$ cat src/rtl/uart_rx_fifo.sv
// uart_rx_fifo: 8N1 UART receiver feeding a circular receive FIFO.
// Bytes are read one at a time through a single-register request/response
// port. Status bits carry overrun and framing errors. A level interrupt
// flags each byte that is accepted into the FIFO.
module uart_rx_fifo #(
    parameter int CLK_FREQ   = 25_000_000,
    parameter int BAUD_RATE  = 57600,
    parameter int FIFO_DEPTH = 16
) (
    input  logic        clk_i,
    input  logic        rst_ni,
    input  logic        rx_i,
    input  logic        read_request_i,
    output logic        read_response_o,
    output logic [31:0] read_data_o,
    output logic        irq_o,
    input  logic        irq_ack_i
);
    localparam int BIT  = CLK_FREQ / BAUD_RATE;
    localparam int HALF = BIT / 2;
    localparam int CW   = $clog2(BIT);
    localparam int AW   = $clog2(FIFO_DEPTH);

    typedef enum logic [1:0] {IDLE, START, DATA, STOP} state_t;

    state_t        state, state_d;
    logic          rx_meta, rx_sync, rx_prev;
    logic [CW-1:0] cnt;
    logic [2:0]    idx;
    logic [7:0]    shift;
    logic          fall, half_hit, bit_hit;
    logic          push, frame_err;

    logic [7:0]    mem [FIFO_DEPTH];
    logic [AW-1:0] wr_ptr, rd_ptr;
    logic [AW:0]   count;
    logic          full, empty, rd_start, pop, push_ok, ovr_set;
    logic          ovr_flag, frm_flag;

    // Two-flop synchroniser for rx_i, plus one more stage for edge detection.
    always_ff @(posedge clk_i or negedge rst_ni) begin
        if (!rst_ni) begin
            rx_meta <= 1'b1;
            rx_sync <= 1'b1;
            rx_prev <= 1'b1;
        end else begin
            rx_meta <= rx_i;
            rx_sync <= rx_meta;
            rx_prev <= rx_sync;
        end
    end

    assign fall     = rx_prev & ~rx_sync;
    assign half_hit = (cnt == CW'(HALF - 1));
    assign bit_hit  = (cnt == CW'(BIT - 1));

    // FSM state register.
    always_ff @(posedge clk_i or negedge rst_ni) begin
        if (!rst_ni) state <= IDLE;
        else         state <= state_d;
    end

    // FSM next state: a start bit that is high again at mid-bit is treated as a glitch.
    always_comb begin
        state_d = state;
        case (state)
            IDLE:  if (fall) state_d = START;
            START: if (half_hit) state_d = rx_sync ? IDLE : DATA;
            DATA:  if (bit_hit && idx == 3'd7) state_d = STOP;
            STOP:  if (bit_hit) state_d = IDLE;
            default: state_d = IDLE;
        endcase
    end

    // FSM outputs: stop-bit decision.
    always_comb begin
        push      = 1'b0;
        frame_err = 1'b0;
        if (state == STOP && bit_hit) begin
            push      = rx_sync;
            frame_err = ~rx_sync;
        end
    end

    // Bit-timing counter, bit index and LSB-first shift register.
    always_ff @(posedge clk_i or negedge rst_ni) begin
        if (!rst_ni) begin
            cnt   <= '0;
            idx   <= '0;
            shift <= '0;
        end else begin
            case (state)
                IDLE: cnt <= '0;
                START: begin
                    cnt <= half_hit ? '0 : cnt + 1'b1;
                    idx <= '0;
                end
                DATA: begin
                    if (bit_hit) begin
                        cnt        <= '0;
                        shift[idx] <= rx_sync;
                        idx        <= idx + 1'b1;
                    end else begin
                        cnt <= cnt + 1'b1;
                    end
                end
                STOP: cnt <= bit_hit ? '0 : cnt + 1'b1;
                default: cnt <= '0;
            endcase
        end
    end

    assign full     = (count == (AW+1)'(FIFO_DEPTH));
    assign empty    = (count == '0);
    assign rd_start = read_request_i & ~read_response_o;
    assign pop      = rd_start & ~empty;
    // A pop in the same cycle frees the slot, so a push into a full FIFO is still accepted.
    assign push_ok  = push & (~full | pop);
    assign ovr_set  = push & full & ~pop;

    // FIFO storage; no reset needed since count gates visibility.
    always_ff @(posedge clk_i) begin
        if (push_ok) mem[wr_ptr] <= shift;
    end

    // FIFO pointers and occupancy.
    always_ff @(posedge clk_i or negedge rst_ni) begin
        if (!rst_ni) begin
            wr_ptr <= '0;
            rd_ptr <= '0;
            count  <= '0;
        end else begin
            if (push_ok) wr_ptr <= wr_ptr + 1'b1;
            if (pop)     rd_ptr <= rd_ptr + 1'b1;
            case ({push_ok, pop})
                2'b10:   count <= count + 1'b1;
                2'b01:   count <= count - 1'b1;
                default: count <= count;
            endcase
        end
    end

    // Error flags: any read clears them, a simultaneous new event wins.
    always_ff @(posedge clk_i or negedge rst_ni) begin
        if (!rst_ni) begin
            ovr_flag <= 1'b0;
            frm_flag <= 1'b0;
        end else begin
            ovr_flag <= ovr_set   | (ovr_flag & ~rd_start);
            frm_flag <= frame_err | (frm_flag & ~rd_start);
        end
    end

    // Read response: one-cycle ack, data captured with it and held afterwards.
    always_ff @(posedge clk_i or negedge rst_ni) begin
        if (!rst_ni) begin
            read_response_o <= 1'b0;
            read_data_o     <= '0;
        end else begin
            read_response_o <= rd_start;
            if (rd_start)
                read_data_o <= {21'b0, frm_flag, ovr_flag, ~empty,
                                empty ? 8'h00 : mem[rd_ptr]};
        end
    end

    // Interrupt: set by an accepted byte, cleared by ack; set wins.
    always_ff @(posedge clk_i or negedge rst_ni) begin
        if (!rst_ni)        irq_o <= 1'b0;
        else if (push_ok)   irq_o <= 1'b1;
        else if (irq_ack_i) irq_o <= 1'b0;
    end

endmodule

$ cat config.mk
export PLATFORM = sky130hd
export DESIGN_NAME = uart_rx_fifo
export DESIGN_NICKNAME = d
export VERILOG_FILES = /design/src/rtl/uart_rx_fifo.sv
export SDC_FILE = /design/constraint.sdc
export NUM_CORES = 1
export LEC_CHECK = 0
export CORE_MARGIN = 3
export CORE_UTILIZATION = 35
export CTS_CLUSTER_SIZE = 28
export DETAILED_ROUTE_END_ITERATION = 8
export PLACE_DENSITY = 0.56
export SYNTH_ARGS = -nofsm -noshare
export SYNTH_HDL_FRONTEND = slang
export SYNTH_SLANG_ARGS = --single-unit
$ cat constraint.sdc
create_clock -name clk_i -period 2.4 [get_ports clk_i]
set_input_delay 0.24 -clock clk_i [delete_from_list [all_inputs] [get_ports clk_i]]
set_output_delay 0.24 -clock clk_i [all_outputs]
set_load 0.005 [all_outputs]
==> results.toml <==
[power]
ir_drop_v = 0.000505
power_frac_clock = 0.343
leakagePower_nw = 3.68
intPower_mw = 5.47
seqPwrFrac = 0.472
p_sw_mw = 2.07
power_mw = 7.54
combPwrFrac = 0.185
power.density_nw_per_um2 = 831
p_sw_frac = 0.274

[timing]
min_period_ps = 2290
hold_ws_ps = 204
hold_violations = 0
timing.final.ws_setup_ps = 111
period_share = 0.954
clock-skew-final_ps = 15.0
finalSetupViolCount = 0
fmax_mhz = 437
max_slew_margin = 0.496
slew_violations = 0
tightest_slew_ps = 756

[drt]
wirelength_mm = 14.8
routedWlPerCell_um = 18.5
wl_met3_um = 463
drt_iter0_markers = 307
dr.max_layer_used = "met4"
num_vias = 3939
dr.pass1.iters = 4
dr_wl_met2_mm = 7.33
ant_nets = 0
viasPerCell = 4.92
drcViolationCount = 0
wl_met1_mm = 6.77

[clock_tree]
cts.sinks = 181
root_buffer = "clkbuf_16"
cts_tree = "yes"
insertion_delay_ps = 440
cts.reportedPaths.clkPinSlew_ps = 80
htree_levels = 4
cts_made_buffers = 17
cts_buffer_depth = 2

[final_layout]
num_antenna_cells = 0
final_util = 0.429
n_fill_cell = 1874
drive_gt1_frac = 0.265
final_nets = 531
syn_to_final_growth_pct = 19.4
multi_input_area_um2 = 2270
seqCellArea_um2 = 5170
fin_area_um2 = 9070

[logic_synthesis]
synth_compound_area_frac = 0.0450
ys_warn_count = 0
syn_area_per_cell_um2 = 16.7
synthXorXnorAreaFrac = 0.0184
synth-simple-area-share = 0.0767
synthArstFlopShare = 0.293
synthesis.area_um2 = 7600
ys.flop_type = "edfxtp_1"
synthCells = 456
synth_edf_count = 128
synthAdderAreaFrac = 0.0240
muxShareOfSynthArea = 0.115
synth_seq_area_share = 0.681
synth_seq_cells = 181
synth_top_family_by_area = "multiplexers"
ys_types = 52

[worst_setup_path]
reg2reg_to = "count[4]$_DFFE_PN0P_"
cpLargestDelayFamily = "simple AND/OR/NAND/NOR gates"
end_kind = "flop"
rr_worst_depth = 11
critical_path_arrival_ps = 2600
reg2reg_from = "cnt[1]$_DFF_PN0_"
r2r_slack_ps = 110
worstSetupPathType = "flop to flop"
crit_top_cell = "ha_4"
cp_max_fo = 4
slowest_delay_ps = 390
start_kind = "flop"
cpMaxStageDelayCell = "dfrtp_1"
cp_cell_sequence = "inv_2 -> ha_4 -> nand4bb_4 -> or3_4 -> and2_4 -> ha_4 -> nor2b_2 -> o21ai_2 -> nand2_1 -> a2bb2oi_2 -> xnor2_1"
path_buf_inv = 1
required_ps = 2710

[global_route]
grtUsageTotal = 0.131
antenna_found_initial = 0
grt_pass1_wl_mm = 23.3
grt_start_max_net_pins = 54
grt_pass1_vias = 3983
grt_overflow_total = 0

[floorplanning]
die-width_um = 153
ios = 39
die_h_um = 153
rows = 53
dieArea_um2 = 23500
core_area_um2 = 21200
start_util = 0.359

[outcome]
status = "complete, no violations"

[min_path]
hp-class = "input port to flop"
hold-path-cell-count = 1
min_from = "rx_i"
holdPathEnd = "rx_meta$_DFF_PN1_"

[place]
io_buffers = 17
postPlaceCellArea_um2 = 8430
dp_hpwl_mm = 9.43
place.gp.congestion = 0.737
post-place-ws_ps = -1.03

[job]
drv_cap = 0
logic make-up (layout without fill, tap and decap cells):
| group | Yosys count | count (layout) |
|---|---|---|
| XOR/XNOR | 16 | 16 |
| adder cells (fa/ha/maj) | 14 | 14 |
| other | 1 | 21 |
| AND/OR/NAND/NOR | 99 | 99 |
| buffers and inverters | 54 | 103 |
| flip-flops | 181 | 181 |
| AO/OA/AOI/OAI | 46 | 46 |
| multiplexers | 45 | 45 |
registers in the layout, indices dropped and copies added (netlist names), named ones only:
| register | count |
|---|---|
| irq_o | 1 |
| rd_ptr | 4 |
| frm_flag | 1 |
| wr_ptr | 4 |
| rx_sync | 1 |
| mem | 128 |
| cnt | 9 |
| idx | 3 |
| rx_prev | 1 |
| read_data_o | 11 |
| state | 1 |
| ovr_flag | 1 |
| rx_meta | 1 |
| count | 5 |
| shift | 8 |
| read_response_o | 1 |
placed cells by master (no fill, tap or decap), types with 10 or more instances in the layout:
cell             instances
ha_1                    10
inv_1                   13
conb_1                  21
buf_12                  17
clkbuf_16               18
mux4_2                  32
xnor2_1                 13
dfrtp_1                 49
edfxtp_1               128
nor2_1                  11
and2_1                  18
clkdlybuf4s50_1         16
a22oi_1                 16
nand2_1                 31
buf_4                   21
Yosys cell counts, types with 6 or more instances:
| master | number | area [um2] |
|---|---|---|
| nand2_1 | 31 | 116 |
| mux4_2 | 32 | 721 |
| xnor2_1 | 13 | 114 |
| ha_1 | 13 | 163 |
| buf_4 | 23 | 173 |
| nand3_1 | 6 | 30.0 |
| a22oi_1 | 16 | 120 |
| nor2_1 | 11 | 41.3 |
| inv_1 | 14 | 52.6 |
| edfxtp_1 | 128 | 3840 |
| nor3_1 | 6 | 30.0 |
| mux2_2 | 7 | 78.8 |
| a22o_1 | 9 | 78.8 |
| o21ai_0 | 9 | 45.0 |
| dfrtp_1 | 50 | 1250 |
| and2_1 | 18 | 113 |
| clkbuf_1 | 7 | 26.3 |
worst register-to-register path, delay by kind of cell (launching register included):
| family | cells | cell delay (ps) |
|---|---|---|
| buffers and inverters | 1 | 80 |
| AND/OR/NAND/NOR | 5 | 880 |
| AO/OA/AOI/OAI | 2 | 290 |
| XOR/XNOR | 1 | 130 |
| flip-flops | 1 | 390 |
| adder cells (fa/ha/maj) | 2 | 380 |
per-layer routing:
layer,GRT usage,up-vias
met5,0,-
met1,0.177,2075
met2,0.208,55
li1,-,1796
met3,0.0365,13
met4,0.0429,0
final cells by class:
| type | count | share of cell area |
|---|---|---|
| Sequential cell | 181 | 0.571 |
| Multi-Input combinational cell | 241 | 0.250 |
| Clock buffer | 19 | 0.0501 |
| Inverter | 15 | 0.00676 |
| Clock inverter | 13 | 0.0101 |
| Tap cell | 275 | 0.0379 |
| Timing Repair Buffer | 56 | 0.0742 |
worst max-delay path by stage:
stage                           startpoint                    to  slack [ps]  cells past startpoint
final                     cnt[1]$_DFF_PN0_  count[4]$_DFFE_PN0P_         110                     11
after global routing      cnt[1]$_DFF_PN0_  count[4]$_DFFE_PN0P_          -7                     11
after CTS                 cnt[1]$_DFF_PN0_  count[3]$_DFFE_PN0P_          30                     10
after detailed placement  cnt[1]$_DFF_PN0_  count[4]$_DFFE_PN0P_          -1                     11
after global placement    cnt[1]$_DFF_PN0_  count[3]$_DFFE_PN0P_          40                     10
after floorplan           cnt[1]$_DFF_PN0_  count[3]$_DFFE_PN0P_          20                     10
through the flow:
step | TNS, ps | std cells
after detailed placement | -1.66 | 765
after global placement | 0 | 765
after CTS | 0 | 799
final | 0 | 800
after global routing | -6.70 | 800
after floorplan | 0 | 476
what timing repair did:
| item | 4_1_cts | 5_1_grt |
|---|---|---|
| pin swaps | 1 | 4 |
| gates resized for setup | 3 | 10 |
| endpoints found under the hold margin | 50 | 0 |
| buffers inserted | 1 | 1 |
| hold buffers | 1 | 0 |
| setup endpoints to repair | 2 | 130 |
power groups by stage:
stage / registers (mW) / clock network, mW / logic (mW)
floorplan: 3.59 / 0 / 0.997
detailed placement: 3.61 / 0 / 1.35
finish: 3.56 / 2.59 / 1.39
CTS: 3.55 / 2.66 / 1.39
global route: 3.58 / 2.81 / 1.54
global placement: 3.61 / 0 / 1.33
(Power assumes the default switching activity.)
